==> src/rtl/math_expr_issuer_if.sv <==
// math_expr_issuer_if: upstream operand, math_expression and downstream result
// signals of the issuer, with status. The master modport is the issuer side.
// Build macro MATH_EXPR_ISSUER_CHECK_EN adds the mismatch_cnt signal.
interface math_expr_issuer_if #(
    parameter int unsigned W     = 16,
    parameter int unsigned DEPTH = 4
);
    localparam int unsigned OW = $clog2(DEPTH) + 1;

    logic                 in_valid;
    logic                 in_ready;
    logic signed [W-1:0]  in_a;
    logic signed [W-1:0]  in_b;
    logic signed [W-1:0]  in_c;
    logic signed [W-1:0]  in_d;

    logic                 me_start;
    logic signed [W-1:0]  me_a;
    logic signed [W-1:0]  me_b;
    logic signed [W-1:0]  me_c;
    logic signed [W-1:0]  me_d;
    logic                 me_valid;
    logic signed [W-1:0]  me_q;
    logic                 me_rmd;

    logic                 out_valid;
    logic                 out_ready;
    logic signed [W-1:0]  out_q;
    logic                 out_rmd;

    logic                 busy;
    logic [OW-1:0]        outstanding;
    logic                 timeout_err;
    logic                 spurious_err;
    logic                 clear_err;
`ifdef MATH_EXPR_ISSUER_CHECK_EN
    logic [7:0]           mismatch_cnt;
`endif

    modport master (
`ifdef MATH_EXPR_ISSUER_CHECK_EN
        output mismatch_cnt,
`endif
        input  in_valid, in_a, in_b, in_c, in_d,
        output in_ready,
        output me_start, me_a, me_b, me_c, me_d,
        input  me_valid, me_q, me_rmd,
        output out_valid, out_q, out_rmd,
        input  out_ready,
        output busy, outstanding, timeout_err, spurious_err,
        input  clear_err
    );

    modport slave (
`ifdef MATH_EXPR_ISSUER_CHECK_EN
        input  mismatch_cnt,
`endif
        output in_valid, in_a, in_b, in_c, in_d,
        input  in_ready,
        input  me_start, me_a, me_b, me_c, me_d,
        output me_valid, me_q, me_rmd,
        input  out_valid, out_q, out_rmd,
        output out_ready,
        input  busy, outstanding, timeout_err, spurious_err,
        output clear_err
    );
endinterface

==> src/rtl/math_expr_issuer.sv <==
// math_expr_issuer: issues operand sets to math_expression, buffers results in
// order with credit-based flow control, and watches for a silent responder.
// Build macro MATH_EXPR_ISSUER_CHECK_EN adds a shadow-operand result checker.
module math_expr_issuer #(
    parameter int unsigned W       = 16,
    parameter int unsigned DEPTH   = 4,
    parameter int unsigned TIMEOUT = 64
) (
    input  logic               clk,
    input  logic               reset,
    math_expr_issuer_if.master bus
);
    localparam int unsigned AW = $clog2(DEPTH);
    localparam int unsigned OW = $clog2(DEPTH) + 1;
    localparam int unsigned TW = $clog2(TIMEOUT + 1);

    typedef enum logic [1:0] {
        IDLE   = 2'd0,
        ACTIVE = 2'd1,
        FAULT  = 2'd2
    } state_t;

    state_t                 state_q, state_d;
    logic [OW-1:0]          outs_q, outs_d;
    logic [OW-1:0]          cnt_q, cnt_d;
    logic [AW-1:0]          rd_q, rd_d, wr_q, wr_d;
    logic [DEPTH-1:0][W:0]  mem_q, mem_d;
    logic [W:0]             head_q, head_d;
    logic [TW-1:0]          timer_q, timer_d;
    logic                   me_start_q, me_start_d;
    logic signed [W-1:0]    me_a_q, me_a_d, me_b_q, me_b_d;
    logic signed [W-1:0]    me_c_q, me_c_d, me_d_q, me_d_d;
    logic                   out_valid_q, out_valid_d;
    logic                   busy_q, busy_d;
    logic                   timeout_err_q, timeout_err_d;
    logic                   spurious_err_q, spurious_err_d;

    logic                   in_ready_c;
    logic                   accept, resp, spur, pop, timeout_hit, fault_clear;
    logic [OW:0]            credit_used;

    // Credit check: in-flight plus buffered results may never exceed the FIFO depth
    assign credit_used = (OW+1)'(outs_q) + (OW+1)'(cnt_q);
    assign in_ready_c  = (state_q != FAULT) && (credit_used < (OW+1)'(DEPTH));
    assign accept      = bus.in_valid && in_ready_c;
    assign resp        = bus.me_valid && (outs_q != '0);
    assign spur        = bus.me_valid && (outs_q == '0);
    assign pop         = (cnt_q != '0) && bus.out_ready;
    assign fault_clear = (state_q == FAULT) && bus.clear_err;

    // Next-state, counters, result FIFO and issue registers
    always_comb begin
        state_d        = state_q;
        outs_d         = outs_q;
        cnt_d          = cnt_q;
        rd_d           = rd_q;
        wr_d           = wr_q;
        mem_d          = mem_q;
        head_d         = head_q;
        timer_d        = timer_q;
        me_start_d     = accept;
        me_a_d         = me_a_q;
        me_b_d         = me_b_q;
        me_c_d         = me_c_q;
        me_d_d         = me_d_q;
        timeout_err_d  = timeout_err_q;
        spurious_err_d = spurious_err_q;
        timeout_hit    = 1'b0;

        if (accept) begin
            me_a_d = bus.in_a;
            me_b_d = bus.in_b;
            me_c_d = bus.in_c;
            me_d_d = bus.in_d;
        end

        outs_d = outs_q + OW'(accept) - OW'(resp);

        if (resp) begin
            mem_d[wr_q] = {bus.me_rmd, bus.me_q};
            wr_d        = wr_q + AW'(1);
        end
        if (pop) begin
            rd_d = rd_q + AW'(1);
        end
        cnt_d = cnt_q + OW'(resp) - OW'(pop);
        // Head register tracks the oldest entry; it holds when the FIFO drains
        if (cnt_d != '0) begin
            head_d = mem_d[rd_d];
        end

        if ((outs_q == '0) || bus.me_valid) begin
            timer_d = '0;
        end else if (state_q != FAULT) begin
            timer_d = timer_q + TW'(1);
        end
        timeout_hit = (state_q == ACTIVE) && (timer_d == TW'(TIMEOUT));

        unique case (state_q)
            IDLE:    if (accept) state_d = ACTIVE;
            ACTIVE: begin
                if (timeout_hit)        state_d = FAULT;
                else if (outs_d == '0)  state_d = IDLE;
            end
            FAULT:   if (bus.clear_err) state_d = IDLE;
            default: state_d = IDLE;
        endcase

        if (fault_clear) begin
            outs_d  = '0;
            timer_d = '0;
        end

        if (bus.clear_err) begin
            timeout_err_d  = 1'b0;
            spurious_err_d = 1'b0;
        end
        if (timeout_hit) timeout_err_d  = 1'b1;
        if (spur)        spurious_err_d = 1'b1;
    end

    assign out_valid_d = (cnt_d != '0);
    assign busy_d      = (state_d == ACTIVE);

    // State and datapath registers
    always_ff @(posedge clk or negedge reset) begin
        if (!reset) begin
            state_q        <= IDLE;
            outs_q         <= '0;
            cnt_q          <= '0;
            rd_q           <= '0;
            wr_q           <= '0;
            mem_q          <= '0;
            head_q         <= '0;
            timer_q        <= '0;
            me_start_q     <= 1'b0;
            me_a_q         <= '0;
            me_b_q         <= '0;
            me_c_q         <= '0;
            me_d_q         <= '0;
            out_valid_q    <= 1'b0;
            busy_q         <= 1'b0;
            timeout_err_q  <= 1'b0;
            spurious_err_q <= 1'b0;
        end else begin
            state_q        <= state_d;
            outs_q         <= outs_d;
            cnt_q          <= cnt_d;
            rd_q           <= rd_d;
            wr_q           <= wr_d;
            mem_q          <= mem_d;
            head_q         <= head_d;
            timer_q        <= timer_d;
            me_start_q     <= me_start_d;
            me_a_q         <= me_a_d;
            me_b_q         <= me_b_d;
            me_c_q         <= me_c_d;
            me_d_q         <= me_d_d;
            out_valid_q    <= out_valid_d;
            busy_q         <= busy_d;
            timeout_err_q  <= timeout_err_d;
            spurious_err_q <= spurious_err_d;
        end
    end

    assign bus.in_ready     = in_ready_c;
    assign bus.me_start     = me_start_q;
    assign bus.me_a         = me_a_q;
    assign bus.me_b         = me_b_q;
    assign bus.me_c         = me_c_q;
    assign bus.me_d         = me_d_q;
    assign bus.out_valid    = out_valid_q;
    assign bus.out_q        = head_q[W-1:0];
    assign bus.out_rmd      = head_q[W];
    assign bus.busy         = busy_q;
    assign bus.outstanding  = outs_q;
    assign bus.timeout_err  = timeout_err_q;
    assign bus.spurious_err = spurious_err_q;

`ifdef MATH_EXPR_ISSUER_CHECK_EN
    localparam int unsigned SW = 4 * W;

    logic [DEPTH-1:0][SW-1:0] sh_q, sh_d;
    logic [AW-1:0]            sh_rd_q, sh_rd_d, sh_wr_q, sh_wr_d;
    logic [7:0]               mismatch_cnt_q, mismatch_cnt_d;
    logic signed [W-1:0]      ck_a, ck_b, ck_c, ck_d;
    logic signed [W-1:0]      ck_diff, ck_mul, ck_prod, ck_sum, ck_exp;

    // Expected quotient of the oldest outstanding operand set, compared on each counted response
    always_comb begin
        sh_d           = sh_q;
        sh_rd_d        = sh_rd_q;
        sh_wr_d        = sh_wr_q;
        mismatch_cnt_d = mismatch_cnt_q;

        ck_a    = sh_q[sh_rd_q][SW-1 -: W];
        ck_b    = sh_q[sh_rd_q][3*W-1 -: W];
        ck_c    = sh_q[sh_rd_q][2*W-1 -: W];
        ck_d    = sh_q[sh_rd_q][W-1:0];
        ck_diff = W'(ck_a - ck_b);
        ck_mul  = W'(1 + 3 * ck_c);
        ck_prod = W'(ck_diff * ck_mul);
        ck_sum  = W'(ck_prod - 4 * ck_d);
        ck_exp  = W'(ck_sum / 2);

        if (accept) begin
            sh_d[sh_wr_q] = {bus.in_a, bus.in_b, bus.in_c, bus.in_d};
            sh_wr_d       = sh_wr_q + AW'(1);
        end
        if (resp) begin
            sh_rd_d = sh_rd_q + AW'(1);
            if ((ck_exp != bus.me_q) && (mismatch_cnt_q != 8'hFF)) begin
                mismatch_cnt_d = mismatch_cnt_q + 8'd1;
            end
        end
        // Abandoned requests are dropped together with the outstanding count
        if (fault_clear) begin
            sh_rd_d = '0;
            sh_wr_d = '0;
        end
    end

    // Shadow operand FIFO and mismatch counter registers
    always_ff @(posedge clk or negedge reset) begin
        if (!reset) begin
            sh_q           <= '0;
            sh_rd_q        <= '0;
            sh_wr_q        <= '0;
            mismatch_cnt_q <= '0;
        end else begin
            sh_q           <= sh_d;
            sh_rd_q        <= sh_rd_d;
            sh_wr_q        <= sh_wr_d;
            mismatch_cnt_q <= mismatch_cnt_d;
        end
    end

    assign bus.mismatch_cnt = mismatch_cnt_q;
`endif
endmodule

==> src/flat_wrapper.sv <==
// flat-port wrapper written by rule: the top's interface ports become plain ports
module math_expr_issuer_flat 
#(
    parameter int unsigned W       = 16,
    parameter int unsigned DEPTH   = 4,
    parameter int unsigned TIMEOUT = 64
)
  (clk, reset, bus_in_valid, bus_in_a, bus_in_b, bus_in_c, bus_in_d, bus_in_ready, bus_me_start, bus_me_a, bus_me_b, bus_me_c, bus_me_d, bus_me_valid, bus_me_q, bus_me_rmd, bus_out_valid, bus_out_q, bus_out_rmd, bus_out_ready, bus_busy, bus_outstanding, bus_timeout_err, bus_spurious_err, bus_clear_err);
  math_expr_issuer_if #(.W(W), .DEPTH(DEPTH)) bus_i ();
  input  logic clk;
  input  logic reset;
  input wire logic [$bits(bus_i.in_valid)-1:0] bus_in_valid;
  input wire logic [$bits(bus_i.in_a)-1:0] bus_in_a;
  input wire logic [$bits(bus_i.in_b)-1:0] bus_in_b;
  input wire logic [$bits(bus_i.in_c)-1:0] bus_in_c;
  input wire logic [$bits(bus_i.in_d)-1:0] bus_in_d;
  output wire logic [$bits(bus_i.in_ready)-1:0] bus_in_ready;
  output wire logic [$bits(bus_i.me_start)-1:0] bus_me_start;
  output wire logic [$bits(bus_i.me_a)-1:0] bus_me_a;
  output wire logic [$bits(bus_i.me_b)-1:0] bus_me_b;
  output wire logic [$bits(bus_i.me_c)-1:0] bus_me_c;
  output wire logic [$bits(bus_i.me_d)-1:0] bus_me_d;
  input wire logic [$bits(bus_i.me_valid)-1:0] bus_me_valid;
  input wire logic [$bits(bus_i.me_q)-1:0] bus_me_q;
  input wire logic [$bits(bus_i.me_rmd)-1:0] bus_me_rmd;
  output wire logic [$bits(bus_i.out_valid)-1:0] bus_out_valid;
  output wire logic [$bits(bus_i.out_q)-1:0] bus_out_q;
  output wire logic [$bits(bus_i.out_rmd)-1:0] bus_out_rmd;
  input wire logic [$bits(bus_i.out_ready)-1:0] bus_out_ready;
  output wire logic [$bits(bus_i.busy)-1:0] bus_busy;
  output wire logic [$bits(bus_i.outstanding)-1:0] bus_outstanding;
  output wire logic [$bits(bus_i.timeout_err)-1:0] bus_timeout_err;
  output wire logic [$bits(bus_i.spurious_err)-1:0] bus_spurious_err;
  input wire logic [$bits(bus_i.clear_err)-1:0] bus_clear_err;
  assign bus_i.in_valid = bus_in_valid;
  assign bus_i.in_a = bus_in_a;
  assign bus_i.in_b = bus_in_b;
  assign bus_i.in_c = bus_in_c;
  assign bus_i.in_d = bus_in_d;
  assign bus_in_ready = bus_i.in_ready;
  assign bus_me_start = bus_i.me_start;
  assign bus_me_a = bus_i.me_a;
  assign bus_me_b = bus_i.me_b;
  assign bus_me_c = bus_i.me_c;
  assign bus_me_d = bus_i.me_d;
  assign bus_i.me_valid = bus_me_valid;
  assign bus_i.me_q = bus_me_q;
  assign bus_i.me_rmd = bus_me_rmd;
  assign bus_out_valid = bus_i.out_valid;
  assign bus_out_q = bus_i.out_q;
  assign bus_out_rmd = bus_i.out_rmd;
  assign bus_i.out_ready = bus_out_ready;
  assign bus_busy = bus_i.busy;
  assign bus_outstanding = bus_i.outstanding;
  assign bus_timeout_err = bus_i.timeout_err;
  assign bus_spurious_err = bus_i.spurious_err;
  assign bus_i.clear_err = bus_clear_err;
  math_expr_issuer #(.W(W), .DEPTH(DEPTH), .TIMEOUT(TIMEOUT)) u_core (.clk(clk), .reset(reset), .bus(bus_i));
endmodule
==> config.mk <==
export PLATFORM = sky130hd
export DESIGN_NAME = math_expr_issuer_flat
export DESIGN_NICKNAME = d
export VERILOG_FILES = /design/src/rtl/math_expr_issuer_if.sv /design/src/rtl/math_expr_issuer.sv /design/src/flat_wrapper.sv
export SDC_FILE = /design/constraint.sdc
export NUM_CORES = 1
export LEC_CHECK = 0
export CAP_MARGIN = 30
export CORE_ASPECT_RATIO = 1.2
export CORE_MARGIN = 2
export CORE_UTILIZATION = 46
export CTS_CLUSTER_SIZE = 28
export DETAILED_ROUTE_END_ITERATION = 10
export GPL_TIMING_DRIVEN = 0
export HOLD_SLACK_MARGIN = 0.12
export PLACE_DENSITY = 0.78
export SYNTH_ARGS = -nofsm -noshare
export SYNTH_HDL_FRONTEND = slang
export SYNTH_SLANG_ARGS = --single-unit
==> constraint.sdc <==
create_clock -name clk -period 3.16 [get_ports clk]
set_input_delay 0.632 -clock clk [delete_from_list [all_inputs] [get_ports clk]]
set_output_delay 0.632 -clock clk [all_outputs]
set_load 0.01 [all_outputs]
==> impl_results.md <==
- First-pass GRT wire length: 34590 microns
- Pin count of the biggest net entering global routing: 89
- Peak VDD IR: 558.8 uV
- Async S/R FF share, synth: 100.0%
- Worst Path Arrival: 3.48 ns
- Hold Worst Slack: 0.1610 ns
- Post-DP HPWL: 14780 microns
- Nets: 1072
- # Max-Cap Violations: 0
- Wire length per cell: 18.05 microns
- Drt pass-1 iters: 5
- Yosys cell types: 52
- Initial antenna violation count: 0
- DR vias/cell: 5.493
- Starting DRT DRC Count: 406
- Core area: 16920 sq um
- Crit end category: flip-flop
- FF+latch count, synth: 173
- RSZ-0062 raised after global routing: true
- Avg Cell Area, Syn: 10.46 sq um
- Pint: 7.924 mW
- Clock network power share: 15.8%
- Routability-driven placement congestion ratio: 0.8685
- Cells after synthesis: 763
- Global router's overall resource usage: 23.59%
- Pwr/cell area: 1192 nW/um^2
- Prevailing post-synth register cell: dfrtp_1
- DRC viols: 0
- Clock latency on the worst-skew pair: 0.43 ns
- Final setup violation count: 0
- LEAKAGE: 4.939 nW
- Clock tree sinks: 173
- Initial Util: 47.20%
- Switch share: 38.75%
- Fillcell total: 1359
- R2R setup slack: 0.05 ns
- Syn Nets: 863
- Setup TNS: 0 ns
- Num rows: 52
- Mapped Area: 7984 sq um
- Slew headroom: 45.46%
- Antenna Violating Nets Remaining: 0
- Critical path class: input port to flip-flop
- CP required: 3.51 ns
- Gr ovfl total: 0
- Die Width: 124.3 microns
- Hold Crit Class: input port to async pin
- Fin Clk Skew: 0.008817 ns
- Worst Max-Slew Pin Slew: 0.8168 ns
- Die Y: 148.3 microns
- TritonCTS clock tree: built
- Achievable Freq: 319.8 MHz
- Root Driver: clkbuf_16
- Reg-to-reg startpoint: u_core.cnt_q[1]$_DFF_PN0_
- Most frequent cells in the layout: nand2_1 (214), clkdlybuf4s50_1 (174), dfrtp_1 (171), nor2_1 (77), mux2_2 (64)
- Layout area overhead: 35.87%
- Most common library cell in the layout ignoring fill and taps: nand2_1
- R2R Path End: u_core.state_q[0]$_DFF_PN0_
- Share of cells above drive strength 1: 17.36%
- Final hold vios: 0
- Number of flops mapped to enable cells by yosys: 0
- Die Area: 18430 sq um
- Reg power frac: 29.8%
- Slew Viols, Final: 0
- Longest Clk Path Bufs: 2
- Setup ws final: 0.03281 ns
- Vias in the first global route: 6936
- Ant. Diodes: 0
- Routed WL: 21680 microns
- Placement Setup Slack: -1.023 ns
- Fin crit period: 3.127 ns
- Startpoint Class: input port
- Synth Warn #: 0
- Critical Path Source: bus_me_valid
- Htree depth: 4
- Cts hold-fix bufs: 0
- Switching power: 5.012 mW
- Status: finished, final reports clean
- Critical-path maximum fanout: 10
- Routed vias: 6597
- CP endpoint: u_core.head_q[13]$_DFFE_PN0P_
- Combinational share of power: 54.4%
- Worst-path clk slew: 0.07 ns
- Sequential area share after synthesis: 54.22%
- Port Buf Inserts: 176
- Worst-case reg-to-reg path depth: 15
- I/O Pins: 177
- Final worst path period share: 98.96%
- CTS Buf Count: 17
## metrics by stage
step | utilization [%] | power (mW) | std cells | area (sq um)
after global routing | 64.13 | 13.73 | 1201 | 10850
after floorplan | - | 7.726 | 763 | 7986
final | 64.13 | 12.94 | 1201 | 10850
after detailed placement | 59.46 | 10.30 | 1157 | 10060
after CTS | 63.09 | 12.44 | 1192 | 10670
after global placement | 59.22 | 10.11 | 1155 | 10020
## worst max-delay path: stages
cell and delay, ns:
clkdlybuf4s50_1 0.54, buf_6 0.17, nor2b_4 0.17, ha_1 0.15, inv_1 0.05, fa_2 0.52
inv_2 0.04, or3_4 0.41, buf_8 0.15, and2_4 0.16, buf_12 0.14, clkbuf_16 0.16
a211oi_2 0.18
## layout make-up
type / instances / area [sq um] / area share (%)
Multi-Input combinational cell: 532 / 3437 / 31.68
Clock buffer: 19 / 452.9 / 4.175
Sequential cell: 173 / 4332 / 39.93
Tap cell: 216 / 270.3 / 2.491
Timing Repair Buffer: 191 / 1933 / 17.82
Buffer: 41 / 246.5 / 2.272
Clock inverter: 13 / 116.4 / 1.073
Inverter: 16 / 60.06 / 0.5536
## cell usage after synthesis (all sizes together), types with 3 or more instances
| cell type | instances | area share, % |
|---|---|---|
| xor2 | 4 | 0.53 |
| nor3b | 4 | 0.38 |
| a211oi | 16 | 2.1 |
| and2 | 5 | 0.42 |
| nor2 | 78 | 3.7 |
| or3 | 34 | 2.7 |
| o311ai | 21 | 2.6 |
| nand4 | 3 | 0.24 |
| a2111oi | 16 | 1.8 |
| nand2 | 214 | 10 |
| inv | 16 | 0.75 |
| nor3 | 5 | 0.38 |
| nand2b | 4 | 0.41 |
| ha | 11 | 1.7 |
| mux2 | 64 | 9.0 |
| mux2i | 18 | 2.3 |
| buf | 25 | 1.8 |
| xnor2 | 6 | 0.66 |
| clkbuf | 17 | 0.80 |
| dfrtp | 173 | 54 |
| a21oi | 3 | 0.19 |
## sequential cells by signal, summed over array words and instances (netlist names)
| name | flops |
|---|---|
| u_core.wr_q | 2 |
| u_core.bus.outstanding | 3 |
| u_core.rd_q | 2 |
| u_core.bus.out_valid | 1 |
| u_core.state_q | 2 |
| u_core.cnt_q | 3 |
| u_core.timer_q | 7 |
| u_core.bus.spurious_err | 1 |
| u_core.mem_q | 68 |
| u_core.bus.me_b | 16 |
| u_core.bus.me_start | 1 |
| u_core.bus.busy | 1 |
| u_core.head_q | 17 |
| u_core.bus.me_a | 16 |
| u_core.bus.me_d | 16 |
| u_core.bus.me_c | 16 |
| u_core.bus.timeout_err | 1 |
## cell families (layout without fill, tap and decap cells)
group	count (synthesis)	count (layout)	synth area share [%]
and+or+nand+nor	355	355	19.04
xor gates and xnor gates	11	11	1.489
DFF	173	173	54.22
adders and majority gates	13	13	2.225
AOI/OAI and AO/OA	71	71	8.353
muxes	82	82	11.28
buffers and inverters	58	280	3.385
## how the worst min path moves through the flow
| stage | end | startpoint |
|---|---|---|
| floorplan | u_core.bus.busy$_DFF_PN0_ | reset |
| global placement | u_core.mem_q[15]$_DFF_PN0_ | u_core.mem_q[15]$_DFF_PN0_ |
| detailed placement | u_core.mem_q[17]$_DFF_PN0_ | u_core.mem_q[17]$_DFF_PN0_ |
| CTS | u_core.head_q[16]$_DFFE_PN0P_ | reset |
| global route | u_core.mem_q[0]$_DFF_PN0_ | reset |
| finish | u_core.mem_q[18]$_DFF_PN0_ | reset |
## per-layer routing
metal | part of all wire (%) | track usage, % | vias to the layer above
met4 | 2.5 | 9.382 | 0
met2 | 51 | 41.67 | 276
met5 | 0 | 0 | -
met1 | 38 | 26.74 | 3246
li1 | - | - | 3029
met3 | 8.2 | 7.302 | 46
## repair_timing
action | 4_1_cts | 5_1_grt
buffers inserted | 3 | 8
endpoints found under the setup margin | 20 | 13
pin swaps | 2 | 2
cloned | 0 | 2
resized for setup | 10 | 22
## power groups by stage
stage               clock, mW  sequential [mW]  combinational (mW)
floorplan                   0             4.06                3.66
global placement            0             3.84                6.27
detailed placement          0             3.87                6.42
CTS                      2.07             3.85                6.52
global route             2.16             3.98                7.59
finish                   2.04             3.85                7.04
No activity file was read; power rests on OpenSTA's default activity.
==> RTL change 1: new RTL, same flow settings <==
Take the reset off `mem_q` and load it in a clocked block of its own.
--- a/src/rtl/math_expr_issuer.sv
+++ b/src/rtl/math_expr_issuer.sv
@@ -130,7 +130,6 @@
             cnt_q          <= '0;
             rd_q           <= '0;
             wr_q           <= '0;
-            mem_q          <= '0;
             head_q         <= '0;
             timer_q        <= '0;
             me_start_q     <= 1'b0;
@@ -148,7 +147,6 @@
             cnt_q          <= cnt_d;
             rd_q           <= rd_d;
             wr_q           <= wr_d;
-            mem_q          <= mem_d;
             head_q         <= head_d;
             timer_q        <= timer_d;
             me_start_q     <= me_start_d;
@@ -161,6 +159,10 @@
             timeout_err_q  <= timeout_err_d;
             spurious_err_q <= spurious_err_d;
         end
+    end
+
+    always_ff @(posedge clk) begin
+        mem_q <= mem_d;
     end
 
     assign bus.in_ready     = in_ready_c;
Behaviour: same outputs for any inputs over 4 cycles, from zero or initial values and one cycle with reset low; that may be too few to reach the edited logic, so the function may still have changed.
==> RTL change 1 against the original RTL <==
The run now ends with negative setup slack left; sequential cell count stayed put; worst setup slack got worse by 39 ps; wire length down 2.3%; power is 0.77% lower; final area fell by 3.0%; area after synthesis decreased by 4.3%; register-to-register slack got worse by 60 ps; via count down 2.9%.
==> RTL change 1: results (changes against the original RTL) <==
- CTS Buf Count: 17 (unchanged)
- Multiplexer share of the synthesized area: 0.118 (+0.00502)
- Slew HR: 0.394 (-0.0608)
- Final net count: 1073 (+0.093%)
- IR drop worst, VDD: 0.607 mV (+8.7%)
- Area share of fa/ha/maj cells after synthesis: 0.0232 (+0.000991)
- Hold crit path type: in2async
- Largest net degree at the start of global routing: 64 (-28%)
- Reg2reg start: u_core.cnt_q[0]
- Main synth FF type: dfrtp_1
- Final std cells w/o fill: 1198 (-0.25%)
- H-tree levels: 4 (unchanged)
- Share of cells above drive strength 1: 0.174 (+0.000838)
- Outcome: finished with violations
- Seq/Total Area, Yosys: 0.522 (-0.0204)
- Max FO, Critical Path: 5 (-5)
- Post-synthesis async set-or-reset flop share: 0.607 (-0.393)
- Pwr top: combinational logic
- Total routed wirelength: 21200 um (-2.3%)
- Sequential logic power: 3.87 mW
- Final setup violation count: 2 (+2)
- Most frequent cells after synthesis: nand2_1, dfrtp_1, nor2_1
- First-pass GRT wire length: 32900 um (-4.9%)
- HPWL Detailed: 15200 um (+2.9%)
- Crit path DAT: 3510 ps (+30 ps)
- Placed cell areas: 0.00970 mm^2 (-3.5%)
- GRT Total Usage: 0.240 (+0.00438)
- Setup Skew: 6.41 ps (-2.41 ps)
- Dpl ws: -1070 ps (-46.4 ps)
- Vias per inst: 5.35 (-2.6%)
- Power density cells: 1220 mW/mm^2 (+2.3%)
- Post-route setup slack: -6.55 ps (-39.4 ps)
- Setup total negative slack: -12.7 ps (-12.7 ps)
- Gpl congestion: 0.845 (-2.8%)
- Fill cells: 1373 (+1.0%)
- Static leakage: 4.65 nW (-5.9%)
- Int Pwr: 7.96 mW (+0.46%)
- Logic pwr share: 0.531 (-0.013)
- Worst-path clk slew: 60 ps
- Initial DRC Count: 407 (+0.25%)
- Crit path kind: reg2reg
- Netlist cell types: 53 (+1.9%)
- Compound-gate portion of the synthesized area: 0.0872 (+0.00372)
- Vias in the first global route: 6258 (-9.8%)
- Violated checks: negative setup slack
- Root buf cell: clkbuf_16
- Xor/xnor cell area share of the yosys netlist: 0.0156 (+0.000663)
- Synth area leaders: dfrtp_1, dfxtp_1, nand2_1
## RTL change 1: cell count changes after synthesis, sizes merged
cell	delta
dfxtp	+68
dfrtp	-68
## RTL change 1: worst max-delay path: stages (launching register included)
cell and delay [ps]:
dfrtp_2 440, o31ai_4 270, inv_2 70, ha_4 220
inv_4 50, ha_4 110, inv_2 30, fa_2 330
xor3_1 380, or3_4 430, buf_8 150, and2_4 200
clkbuf_16 180, a211oi_2 210
## RTL change 1: repair_timing
item / in CTS / in global routing
gates cloned: 0 / 2
buffers inserted: 7 / 6
pin swaps: 3 / 10
endpoints found under the setup margin: 20 / 13
resized for setup: 15 / 21
## RTL change 1: layer usage
metal  global-route usage  vias to the layer above  routed length (um)
met5                    0                        -                   0
met4               0.0799                        0                 473
met3               0.0629                       36                1790
met2                0.424                      282               10700
met1                0.280                     3048                8180
li1                     -                     3041                   -
## RTL change 1: path summary, 6_finish.rpt
path | endpoint | slack [ps] | depth (start not counted)
hold / removal | u_core.bus.out_valid | 220 | 1
max in group asynchronous | u_core.wr_q[1] | 2220 | 2
hold reg to reg | u_core.mem_q[14] | 440 | 2
min in group clk | u_core.mem_q[14] | 440 | 2
setup / recovery | u_core.head_q[12] | -7 | 13
setup reg to reg | u_core.head_q[12] | -7 | 13
## RTL change 1: layout make-up
cell class / instances / area (um^2) / area share
Timing Repair Buffer: 192 / 1910 / 0.182
Inverter: 16 / 62.6 / 0.00594
Tap cell: 212 / 265 / 0.0252
Sequential cell: 173 / 3990 / 0.379
Clock inverter: 13 / 165 / 0.0157
Buffer: 40 / 229 / 0.0218
Clock buffer: 19 / 443 / 0.0421
Multi-Input combinational cell: 533 / 3450 / 0.328
==> RTL change 2: new RTL, same settings <==
Made on the original files. `TIMEOUT` is set to 64 in 2 places; all go to 128.
--- a/src/rtl/math_expr_issuer.sv
+++ b/src/rtl/math_expr_issuer.sv
@@ -4,7 +4,7 @@
 module math_expr_issuer #(
     parameter int unsigned W       = 16,
     parameter int unsigned DEPTH   = 4,
-    parameter int unsigned TIMEOUT = 64
+    parameter int unsigned TIMEOUT = 128
 ) (
     input  logic               clk,
     input  logic               reset,
--- a/src/flat_wrapper.sv
+++ b/src/flat_wrapper.sv
@@ -3,7 +3,7 @@
 #(
     parameter int unsigned W       = 16,
     parameter int unsigned DEPTH   = 4,
-    parameter int unsigned TIMEOUT = 64
+    parameter int unsigned TIMEOUT = 128
 )
   (clk, reset, bus_in_valid, bus_in_a, bus_in_b, bus_in_c, bus_in_d, bus_in_ready, bus_me_start, bus_me_a, bus_me_b, bus_me_c, bus_me_d, bus_me_valid, bus_me_q, bus_me_rmd, bus_out_valid, bus_out_q, bus_out_rmd, bus_out_ready, bus_busy, bus_outstanding, bus_timeout_err, bus_spurious_err, bus_clear_err);
   math_expr_issuer_if #(.W(W), .DEPTH(DEPTH)) bus_i ();
Behaviour: no difference found for any inputs over 4 cycles, from zero or initial values and one cycle with reset low; that may be too few to reach the edited logic, so the function may still have changed.
==> RTL change 2 against the original RTL <==
Critical path depth did not move; sequential cell count rose by 1; utilization fell by 0.16 points; area after synthesis fell by 3.5%; clock power rose by 8%; global-route usage fell by 1.3 points; cell count fell by 6.6%; wire length fell by 13%; final area fell by 3.7%; power fell by 5.5%; worst setup slack improved by 29 ps; critical path type is now reg2reg; highest routed layer unchanged.
==> RTL change 2: results (changes against the original RTL) <==
- CP max stage delay: 450 ps (-90 ps)
- Largest delay contributor family on the critical path: adder cells
- Gpl congestion: 0.815 (-6.2%)
- WL per Instance: 16.8 um (-7.0%)
- Dpl ws: -1040 ps (-13.1 ps)
- Crit path DAT: 3410 ps (-70 ps)
- Initial DRC Count: 300 (-26%)
- Slew HR: 0.553 (+0.0980)
- Port Buf Inserts: 176 (unchanged)
- Final net count: 998 (-6.9%)
- Antenna diode count: 0 (unchanged)
- Most frequent cells after synthesis: nand2_1, dfrtp_1, mux2_1
- Fill cells: 1335 (-1.8%)
- IR drop worst, VDD: 0.563 mV (+0.82%)
- Outcome: complete, no violations
- Slowest CP cell: dfrtp_2
- Hold crit path type: in2async
- Netlist cell types: 64 (+23%)
- Share of cells above drive strength 1: 0.107 (-0.0670)
- GRT Total Usage: 0.223 (-0.0129)
- Total routed wirelength: 18800 um (-13%)
- First-pass GRT wire length: 30800 um (-11%)
- Main synth FF type: dfrtp_1
- Root buf cell: clkbuf_16
- Max FO, Critical Path: 8 (-2)
- Static leakage: 4.91 nW (-0.61%)
- Placed cells: 1086 (-6.1%)
- Syn nets: 797 (-7.6%)
- Biggest regs: u_core.mem_q: 68 flops, u_core.head_q: 17 flops
- Total number of vias: 5751 (-13%)
- DR pass1 iterations: 4 (-1)
- Synth area leaders: dfrtp_1, nand2_1, mux2_1
- Initial antenna violation count: 0 (unchanged)
- HPWL Detailed: 13100 um (-11%)
- Vias in the first global route: 6107 (-12%)
- Synthesized netlist cell count: 697 (-8.7%)
- Setup Skew: 10.4 ps (+1.54 ps)
- Seq/Total Area, Yosys: 0.565 (+0.0231)
-- RTL change 2: worst paths after layout --
kind / depth (start not counted) / startpoint / endpoint / slack, ps
max reg2reg: 13 / u_core.cnt_q[1] / u_core.head_q[0] / 60
min reg2reg: 2 / u_core.bus.me_a[3] / u_core.bus.me_a[3] / 470
max: 13 / u_core.cnt_q[1] / u_core.head_q[0] / 60
min: 1 / reset / u_core.mem_q[37] / 180
min in group clk: 2 / u_core.bus.me_a[3] / u_core.bus.me_a[3] / 470
max in group asynchronous: 2 / reset / u_core.bus.me_a[7] / 2120
-- RTL change 2: area by class of cell --
class / instances / area share
Multi-Input combinational cell: 464 / 0.292
Clock inverter: 8 / 0.0125
Tap cell: 212 / 0.0254
Inverter: 23 / 0.00922
Sequential cell: 174 / 0.417
Buffer: 35 / 0.0201
Timing Repair Buffer: 183 / 0.177
Clock buffer: 23 / 0.0467
-- RTL change 2: worst register-to-register path, cell delays in order, from the launching register on --
cell and delay, ps:
dfrtp_2 450, o31ai_4 270, inv_1 70, ha_1 270, inv_1 60, ha_2 160
inv_2 40, fa_2 320, xor3_2 260, nor3_4 280, inv_4 110, nand2b_2 220
o21ba_1 190, a221o_1 290
-- RTL change 2: cells by family after synthesis --
family / synth area share
buffers and inverters: 0.0421
flip-flops: 0.565
AO/OA/AOI/OAI: 0.110
multiplexers: 0.0889
adder cells (fa/ha/maj): 0.0231
XOR/XNOR: 0.0156
AND/OR/NAND/NOR: 0.155
-- RTL change 2: routing by layer --
metal | vias up | routed length [um] | track usage
met5 | - | 0 | 0
met1 | 2789 | 7340 | 0.260
met4 | 0 | 298 | 0.0690
met3 | 24 | 1650 | 0.0862
met2 | 191 | 9540 | 0.377
li1 | 2747 | - | -
-- RTL change 2: where the power goes --
part           internal (mW)  switching [mW]
Clock                   1.33           0.867
Sequential              3.32           0.517
Combinational           3.18            3.02
-- RTL change 2: metrics by stage --
step	power (mW)	TNS [ps]	instance area (um^2)
2_1_floorplan	7.58	0	7700
3_3_place_gp	9.73	-1011630	9730
3_5_place_dp	9.88	-16370	9760
4_1_cts	12.2	0	10400
5_1_grt	13.1	-708	10500
6_report	12.2	0	10500
-- RTL change 2: timing repair --
item                                    CTS  global route
pin swaps                                 1             1
setup buffers                             2             4
resized for setup                         5             6
hold buffers                              0             0
endpoints found under the setup margin   17            19
cloned                                    0             1
